==> config.mk <==
export PLATFORM = sky130hd
export DESIGN_NAME = debug_unit
export DESIGN_NICKNAME = d
export VERILOG_FILES = /design/src/rtl/debug_unit.sv
export SDC_FILE = /design/constraint.sdc
export NUM_CORES = 1
export LEC_CHECK = 0
export ABC_AREA = 1
export BUFFER_PORTS_ARGS = -buffer_cell sky130_fd_sc_hd__buf_4
export CORE_MARGIN = 2
export CORE_UTILIZATION = 55
export CTS_BUF_LIST = sky130_fd_sc_hd__clkbuf_4 sky130_fd_sc_hd__clkbuf_8 sky130_fd_sc_hd__clkbuf_16
export DETAILED_ROUTE_END_ITERATION = 8
export PLACE_DENSITY = 0.92
export SYNTH_ARGS = -nofsm -noshare
export SYNTH_HDL_FRONTEND = slang
export SYNTH_SLANG_ARGS = --single-unit
==> constraint.sdc <==
create_clock -name i_clk -period 4.2 [get_ports i_clk]
set_input_delay 0 -clock i_clk [delete_from_list [all_inputs] [get_ports i_clk]]
set_output_delay 0 -clock i_clk [all_outputs]
set_load 0.05 [all_outputs]
==> src/rtl/debug_unit.sv <==
// -----------------------------------------------------------------------------
// debug_unit
//
// Run-control and debug block for the CPU datapath. It gates the datapath
// clock (o_halt) on PC breakpoints, on a RAM-write watchpoint, in cycle-step
// and instruction-step modes, and keeps saturating cycle/instruction counters
// for the display and ILA probes.
//
// Ports:
//   i_clk            system clock, all state on rising edge
//   i_reset          asynchronous active-high reset
//   i_pc             current program counter
//   i_instrFinishedN low on the last cycle of every instruction (boundary)
//   i_bpAddr         packed breakpoint addresses, channel k at [k*ADDR_WIDTH +: ADDR_WIDTH]
//   i_bpEnable       per-channel breakpoint enable
//   i_wpAddr         watchpoint RAM address
//   i_wpEnable       watchpoint enable
//   i_ramAddr        current RAM address
//   i_ramNWE         RAM write strobe, active low
//   i_stepPulse      single-cycle step/resume pulse
//   i_swStepNRun     1 = step mode, 0 = run mode
//   i_swInstrNCycle  1 = instruction step, 0 = cycle step
//   i_clrCounters    synchronous counter clear
//   o_halt           1 = datapath clock gated
//   o_hitN           sticky hit flag, active low
//   o_hitIndex       breakpoint channel of the last hit, NUM_BP = watchpoint
//   o_cycleCount     number of non-halted cycles (saturating)
//   o_instrCount     number of completed instructions (saturating)
//   o_state          FSM state for ILA/display
// -----------------------------------------------------------------------------
module debug_unit #(
    parameter int ADDR_WIDTH = 16,
    parameter int NUM_BP     = 4,
    parameter int CNT_WIDTH  = 32,
    localparam int IDX_WIDTH = $clog2(NUM_BP + 1)
) (
    input  logic                         i_clk,
    input  logic                         i_reset,
    input  logic [ADDR_WIDTH-1:0]        i_pc,
    input  logic                         i_instrFinishedN,
    input  logic [NUM_BP*ADDR_WIDTH-1:0] i_bpAddr,
    input  logic [NUM_BP-1:0]            i_bpEnable,
    input  logic [ADDR_WIDTH-1:0]        i_wpAddr,
    input  logic                         i_wpEnable,
    input  logic [ADDR_WIDTH-1:0]        i_ramAddr,
    input  logic                         i_ramNWE,
    input  logic                         i_stepPulse,
    input  logic                         i_swStepNRun,
    input  logic                         i_swInstrNCycle,
    input  logic                         i_clrCounters,
    output logic                         o_halt,
    output logic                         o_hitN,
    output logic [IDX_WIDTH-1:0]         o_hitIndex,
    output logic [CNT_WIDTH-1:0]         o_cycleCount,
    output logic [CNT_WIDTH-1:0]         o_instrCount,
    output logic [1:0]                   o_state
);

    typedef enum logic [1:0] {
        RUN        = 2'd0,
        HALTED     = 2'd1,
        STEP_CYC   = 2'd2,
        STEP_INSTR = 2'd3
    } state_t;

    localparam logic [IDX_WIDTH-1:0] WP_INDEX = IDX_WIDTH'(NUM_BP);
    localparam logic [CNT_WIDTH-1:0] CNT_MAX  = {CNT_WIDTH{1'b1}};
    localparam logic [CNT_WIDTH-1:0] CNT_ONE  = {{(CNT_WIDTH-1){1'b0}}, 1'b1};

    state_t                 state_r;
    state_t                 stateNext_s;
    logic                   halt_r;
    logic                   hitN_r;
    logic                   hitNNext_s;
    logic [IDX_WIDTH-1:0]   hitIndex_r;
    logic [IDX_WIDTH-1:0]   hitIndexNext_s;
    logic                   skipBp_r;
    logic                   skipBpNext_s;
    logic                   wpPending_r;
    logic                   wpPendingNext_s;
    logic [CNT_WIDTH-1:0]   cycleCount_r;
    logic [CNT_WIDTH-1:0]   instrCount_r;

    logic                   boundary_s;
    logic                   running_s;
    logic                   bpMatch_s;
    logic [IDX_WIDTH-1:0]   bpIdx_s;
    logic                   bpTake_s;
    logic                   wpMatch_s;
    logic                   hit_s;

    assign boundary_s = ~i_instrFinishedN;
    assign running_s  = (state_r != HALTED);

    // Breakpoint comparators; scanning high-to-low leaves the lowest matching channel
    always_comb begin
        bpMatch_s = 1'b0;
        bpIdx_s   = {IDX_WIDTH{1'b0}};
        for (int k = NUM_BP - 1; k >= 0; k--) begin
            if (boundary_s && i_bpEnable[k] &&
                (i_pc == i_bpAddr[k*ADDR_WIDTH +: ADDR_WIDTH])) begin
                bpMatch_s = 1'b1;
                bpIdx_s   = IDX_WIDTH'(k);
            end else begin
                bpMatch_s = bpMatch_s;
                bpIdx_s   = bpIdx_s;
            end
        end
    end

    // A breakpoint at the PC we just resumed from is masked until the first boundary;
    // the watchpoint is never masked and a write landing on the boundary cycle counts.
    assign bpTake_s  = bpMatch_s && !skipBp_r;
    assign wpMatch_s = running_s && i_wpEnable && !i_ramNWE && (i_ramAddr == i_wpAddr);
    assign hit_s     = running_s && boundary_s && (bpTake_s || wpPending_r || wpMatch_s);

    // Next-state and hit-bookkeeping logic for the run-control FSM
    always_comb begin
        stateNext_s     = state_r;
        hitNNext_s      = hitN_r;
        hitIndexNext_s  = hitIndex_r;
        skipBpNext_s    = skipBp_r;
        wpPendingNext_s = wpPending_r;

        if (running_s) begin
            if (wpMatch_s) begin
                wpPendingNext_s = 1'b1;
            end else begin
                wpPendingNext_s = wpPending_r;
            end
            if (boundary_s) begin
                skipBpNext_s = 1'b0;
            end else begin
                skipBpNext_s = skipBp_r;
            end
            // A hit latches in every non-halted state; the pending write is consumed.
            if (hit_s) begin
                hitNNext_s      = 1'b0;
                hitIndexNext_s  = bpTake_s ? bpIdx_s : WP_INDEX;
                wpPendingNext_s = 1'b0;
            end else begin
                hitNNext_s     = hitN_r;
                hitIndexNext_s = hitIndex_r;
            end
        end else begin
            skipBpNext_s    = skipBp_r;
            wpPendingNext_s = wpPending_r;
        end

        case (state_r)
            RUN: begin
                if (hit_s) begin
                    stateNext_s = HALTED;
                end else if (i_swStepNRun && boundary_s) begin
                    stateNext_s = HALTED;
                end else begin
                    stateNext_s = RUN;
                end
            end
            HALTED: begin
                if (i_stepPulse) begin
                    if (!i_swStepNRun) begin
                        stateNext_s = RUN;
                    end else if (i_swInstrNCycle) begin
                        stateNext_s = STEP_INSTR;
                    end else begin
                        stateNext_s = STEP_CYC;
                    end
                    hitNNext_s   = 1'b1;
                    skipBpNext_s = 1'b1;
                end else if (!i_swStepNRun && hitN_r) begin
                    // Auto-run after reset; a sticky hit needs an explicit pulse.
                    stateNext_s  = RUN;
                    hitNNext_s   = 1'b1;
                    skipBpNext_s = 1'b1;
                end else begin
                    stateNext_s = HALTED;
                end
            end
            STEP_CYC: begin
                stateNext_s = HALTED;
            end
            STEP_INSTR: begin
                if (boundary_s) begin
                    stateNext_s = HALTED;
                end else begin
                    stateNext_s = STEP_INSTR;
                end
            end
            default: begin
                stateNext_s = HALTED;
            end
        endcase
    end

    // Run-control state registers; halt is registered from the next state
    always_ff @(posedge i_clk or posedge i_reset) begin
        if (i_reset) begin
            state_r     <= HALTED;
            halt_r      <= 1'b1;
            hitN_r      <= 1'b1;
            hitIndex_r  <= {IDX_WIDTH{1'b0}};
            skipBp_r    <= 1'b0;
            wpPending_r <= 1'b0;
        end else begin
            state_r     <= stateNext_s;
            halt_r      <= (stateNext_s == HALTED);
            hitN_r      <= hitNNext_s;
            hitIndex_r  <= hitIndexNext_s;
            skipBp_r    <= skipBpNext_s;
            wpPending_r <= wpPendingNext_s;
        end
    end

    // Saturating cycle and instruction counters; clear wins over increment
    always_ff @(posedge i_clk or posedge i_reset) begin
        if (i_reset) begin
            cycleCount_r <= {CNT_WIDTH{1'b0}};
            instrCount_r <= {CNT_WIDTH{1'b0}};
        end else if (i_clrCounters) begin
            cycleCount_r <= {CNT_WIDTH{1'b0}};
            instrCount_r <= {CNT_WIDTH{1'b0}};
        end else begin
            if (!halt_r && (cycleCount_r != CNT_MAX)) begin
                cycleCount_r <= cycleCount_r + CNT_ONE;
            end else begin
                cycleCount_r <= cycleCount_r;
            end
            if (!halt_r && boundary_s && (instrCount_r != CNT_MAX)) begin
                instrCount_r <= instrCount_r + CNT_ONE;
            end else begin
                instrCount_r <= instrCount_r;
            end
        end
    end

    assign o_halt       = halt_r;
    assign o_hitN       = hitN_r;
    assign o_hitIndex   = hitIndex_r;
    assign o_cycleCount = cycleCount_r;
    assign o_instrCount = instrCount_r;
    assign o_state      = state_r;

endmodule

# Word level (Yosys, flattened, before mapping)
# Index checks and enable logic that the tools add are counted.
# classes
n_addsub,2
eq_ne,12
muxes,33
n_bitwise,1
reduce_logical,31
# op_table
op,n
32-bit 2-to-1 mux,4
16-bit equality test,5
32-bit by 1-bit adder with 32-bit output (second input constant),2
32-bit inequality test (second input constant),2
1-bit 2-to-1 mux,20
1-bit logical AND,19
3-bit 2-to-1 mux,4
2-bit 2-to-1 mux,4
2-bit one-hot mux with 4 select lines,1
2-bit nonzero test,3
2-bit by 1-bit equality test with 1-bit output (second input constant),2
2-bit equality test (second input constant),2
1-bit logical NOT,4
2-bit AND reduction,2
2-bit logical NOT,1
1-bit logical OR,2
2-bit by 1-bit inequality test with 1-bit output (second input constant),1
1-bit NOT,1
# word_totals
ff_bits,73
input_bits,125

# Longest topological paths before layout
# depth
ltp_word,16
ltp_mapped,14

# Least setup slack after synthesis
# No wires, ideal clock.
# synth_path
path_kind,register to register
start,register instrCount_r[0] (netlist: o_instrCount[0])
end,register instrCount_r[16] (netlist: o_instrCount[16])
setup_time_ns,0.120
arrival_time_ns,1.999
t_required_ns,4.080
setup_slack_ns,2.081
path_stages_with_launch,12
path_buffers,1
period_less_slack_ns,2.119
path_cell_list,dfrtp_1 -> ha_1 -> inv_1 -> nor3_2 -> nand2_1 -> nor2_1 -> nand2_1 -> nand3_2 -> buf_6 -> nor2_1 -> or2_0 -> and3_1
# synth_via
elab_chain_len,3
word_cells_on_any_way,6
# synth_lines
element,line_no,source
start: declaration,82,logic [CNT_WIDTH-1:0] instrCount_r;
start signal: assignment,219,instrCount_r <= {CNT_WIDTH{1'b0}};
start signal: assignment,222,instrCount_r <= {CNT_WIDTH{1'b0}};
start signal: assignment,230,instrCount_r <= instrCount_r + CNT_ONE;
32-bit by 1-bit adder with 32-bit output / 32-bit inequality test (equally long branches),"230, 229",
32-bit 2-to-1 mux / 1-bit logical AND (equally long branches),229,if (!halt_r && boundary_s && (instrCount_r != CNT_MAX)) begin
32-bit 2-to-1 mux / 2-bit nonzero test (equally long branches),-,
# Several ways; a longest one is shown, not always the timed one. The select of a mux whose other input is x is not followed.
# A chain may end at the register's enable or synchronous reset.

# Final worst setup path
# layout_path
start,register instrCount_r[0] (netlist: o_instrCount[0])
end,register instrCount_r[28] (netlist: o_instrCount[28])
# The elaborated chain is that of the path after synthesis.

==> metrics.cfg <==
[synth]
netlist.area_leader.share_pct = 32.0
ys_seq_area_share_pct = 33.4
ys.flop_type = dfrtp_1
synth_nets = 962
synth_edf_count = 0
yosysTopAreaCell = dfrtp_1
synth_cell_type_count = 41
async_flop_share_pct = 100
syn-instance-count = 835
ys_warn_count = 0
netlist_area_sq_mm = 0.00548
synth.area.top_cells = dfrtp_1 32%, nand2_1 17%, nor2_1 7.6%, inv_1 7.5%, nand3_1 4.2%
synth_seq_cells = 73
avgSynthCellArea_sq_um = 6.56

[drt]
num_vias = 6407
final_antenna_net_count = 0
dr.pass1.iters = 5
wl_met2_um = 8060
wl_met3_um = 1280
drcViolationCount = 0
wirelength_um = 16500
wl_per_cell_um = 14.1
top_layer = met4
wl_met1_um = 6440
via_per_inst = 5.45
drt_iter0_drc = 410

[finish]
regArea_sq_mm = 0.00183
multiInputGateArea_sq_mm = 0.00318
final_cells = 1176
area_growth_pct = 33.5
utilization_pct = 75.1
diodes = 0
drive_gt1_share_pct = 24.4
fillers = 792
finalNetCount = 1165

[timing]
fin_hold_ws_ns = 0.0207
hold_violations = 0
finalMaxSlewViolations = 0
finalCritPeriodShare_pct = 57.8
setup_violations = 0
tightest_slew_ns = 0.587
rsz0062_at_grt = false
maxSlewHeadroom_pct = 60.8
fmax_ghz = 0.412
fin_worst_skew_ns = 0.0100
setup_tns_ns = 0
worst_slack_ns = 1.77
fin_crit_ns = 2.43

[critical_path]
crit_type = flop to flop
cp-end-kind = flop
cp.required_ns = 4.50
crit_fanout = 21
cp-start-kind = flop
arrival_ns = 2.72
r2r_slack_ns = 1.77

[flow_run]
cap_violations = 0

[placement]
io_buffers = 195
post-place-cells = 1155
gp_congestion = 0.944
post-place-ws_ns = 1.82
dp_hpwl_um = 13100

[clock_tree]
htree_levels = 3
cts_setup_buffers = 0
tritoncts = yes
hold_buffers = 5
clock_sinks = 73
ctsRootBufferMaster = clkbuf_8
cts_buffer_depth = 2
cts-resized-gates = 0
worst_skew_pair.late_latency_ns = 0.37
numCtsBuffers = 9
path_clk_slew_ns = 0.08

[global_route]
grt_overflow_total = 0
grt_max_degree = 47
grt_pass1_wl_um = 27100
antenna_found_initial = 0
grtUsageTotal_pct = 30.8
grt_pass1_vias = 5948

[floorplanning]
rows = 36
io_pins = 196
die_h_um = 104
core-area_sq_mm = 0.00973
die-area_sq_mm = 0.0108
die_w_um = 104
start_util_pct = 56.3

[pwr]
total_leakage_power_nw = 3.64
p_per_area_mw_per_mm2 = 249
vdd_drop_max_mv = 0.172

[run_status]
status = completed

[min_path]
hold_path.class = input pin to flop

-- per-stage QoR --
| step | power (mW) | instance area, sq um |
|---|---|---|
| after detailed placement | 1.27 | 7070 |
| after global placement | 1.26 | 7070 |
| after global routing | 1.90 | 7310 |
| after floorplan | 1.07 | 5480 |
| final | 1.82 | 7310 |
| after CTS | 1.83 | 7310 |
-- cells in the mapped netlist (all sizes together) (3+ instances only) --
cell / number
nand2: 243
o21ai: 53
clkbuf: 6
o21a: 5
o211a: 3
nor3b: 3
and3: 3
a211oi: 3
dfrtp: 70
or2: 14
nor3: 34
nand3: 50
xnor2: 17
nand4: 20
dfstp: 3
a21oi: 33
nor2: 117
xor2: 19
o31ai: 12
nor4: 6
inv: 110
buf: 4
-- cell usage in the layout (no fill, tap or decap), types with 7 or more instances in the layout --
cell type / n
buf_4: 197
o31ai_1: 12
inv_1: 108
nor3_2: 11
a21oi_1: 32
or2_2: 11
xnor2_1: 17
dfrtp_1: 70
nor3_1: 23
clkbuf_8: 9
nor2_1: 111
o21ai_0: 46
nand2_1: 241
xor2_1: 19
nand4_1: 20
nand3_1: 46
o21ai_1: 7
-- flip-flops by register name (all words and copies together) (netlist names) --
signal / flops
o_state: 2
wpPending_r: 1
skipBp_r: 1
o_cycleCount: 32
o_hitIndex: 3
o_halt: 1
o_hitN: 1
o_instrCount: 32
-- logic make-up after synthesis --
| group | share of synthesized area (%) |
|---|---|
| flops | 33.4 |
| fa+ha+maj | 0.457 |
| buf+inv | 8.59 |
| simple gates | 40.2 |
| compound gates | 11.6 |
| xor+xnor | 5.76 |
-- critical path: stages (launching register included) --
cell     delay, ns
dfrtp_1       0.46
ha_1          0.28
inv_1         0.12
nor3_2        0.05
nand2_1       0.07
nor2_1        0.04
nand2_1       0.07
nand3_2       0.38
inv_1         0.37
nand2_1       0.14
nor2_1        0.14
o21ai_0       0.09
a21oi_1       0.14
-- cell type report --
| type | instances | share of cell area [%] |
|---|---|---|
| Clock buffer | 11 | 1.90 |
| Inverter | 110 | 5.65 |
| Clock inverter | 5 | 0.770 |
| Timing Repair Buffer | 202 | 20.9 |
| Sequential cell | 73 | 25.0 |
| Multi-Input combinational cell | 642 | 43.5 |
| Tap cell | 133 | 2.28 |
-- routing by layer --
metal	vias up	GRT usage, %
met5	-	0
met2	333	53.7
met4	0	17.2
met3	54	4.78
li1	3113	-
met1	2907	36.1
-- worst paths after layout --
check	from	to	depth (start not counted)
setup / recovery	o_instrCount[0]	o_instrCount[28]	12
hold / removal	i_clrCounters	o_cycleCount[0]	2
setup reg to reg	o_instrCount[0]	o_instrCount[28]	12
hold reg to reg	o_hitIndex[0]	o_hitIndex[0]	2
max in group asynchronous	i_reset	o_hitN	4
min in group asynchronous	i_reset	o_instrCount[9]	3
-- power by group --
group	internal (mW)	leakage [nW]	switching (mW)	total [mW]
clock network	0.287	0.100	0.272	0.558
logic	0.185	2.54	0.316	0.501
registers	0.734	1.00	0.0308	0.764
No activity file was read; power rests on OpenSTA's default activity.
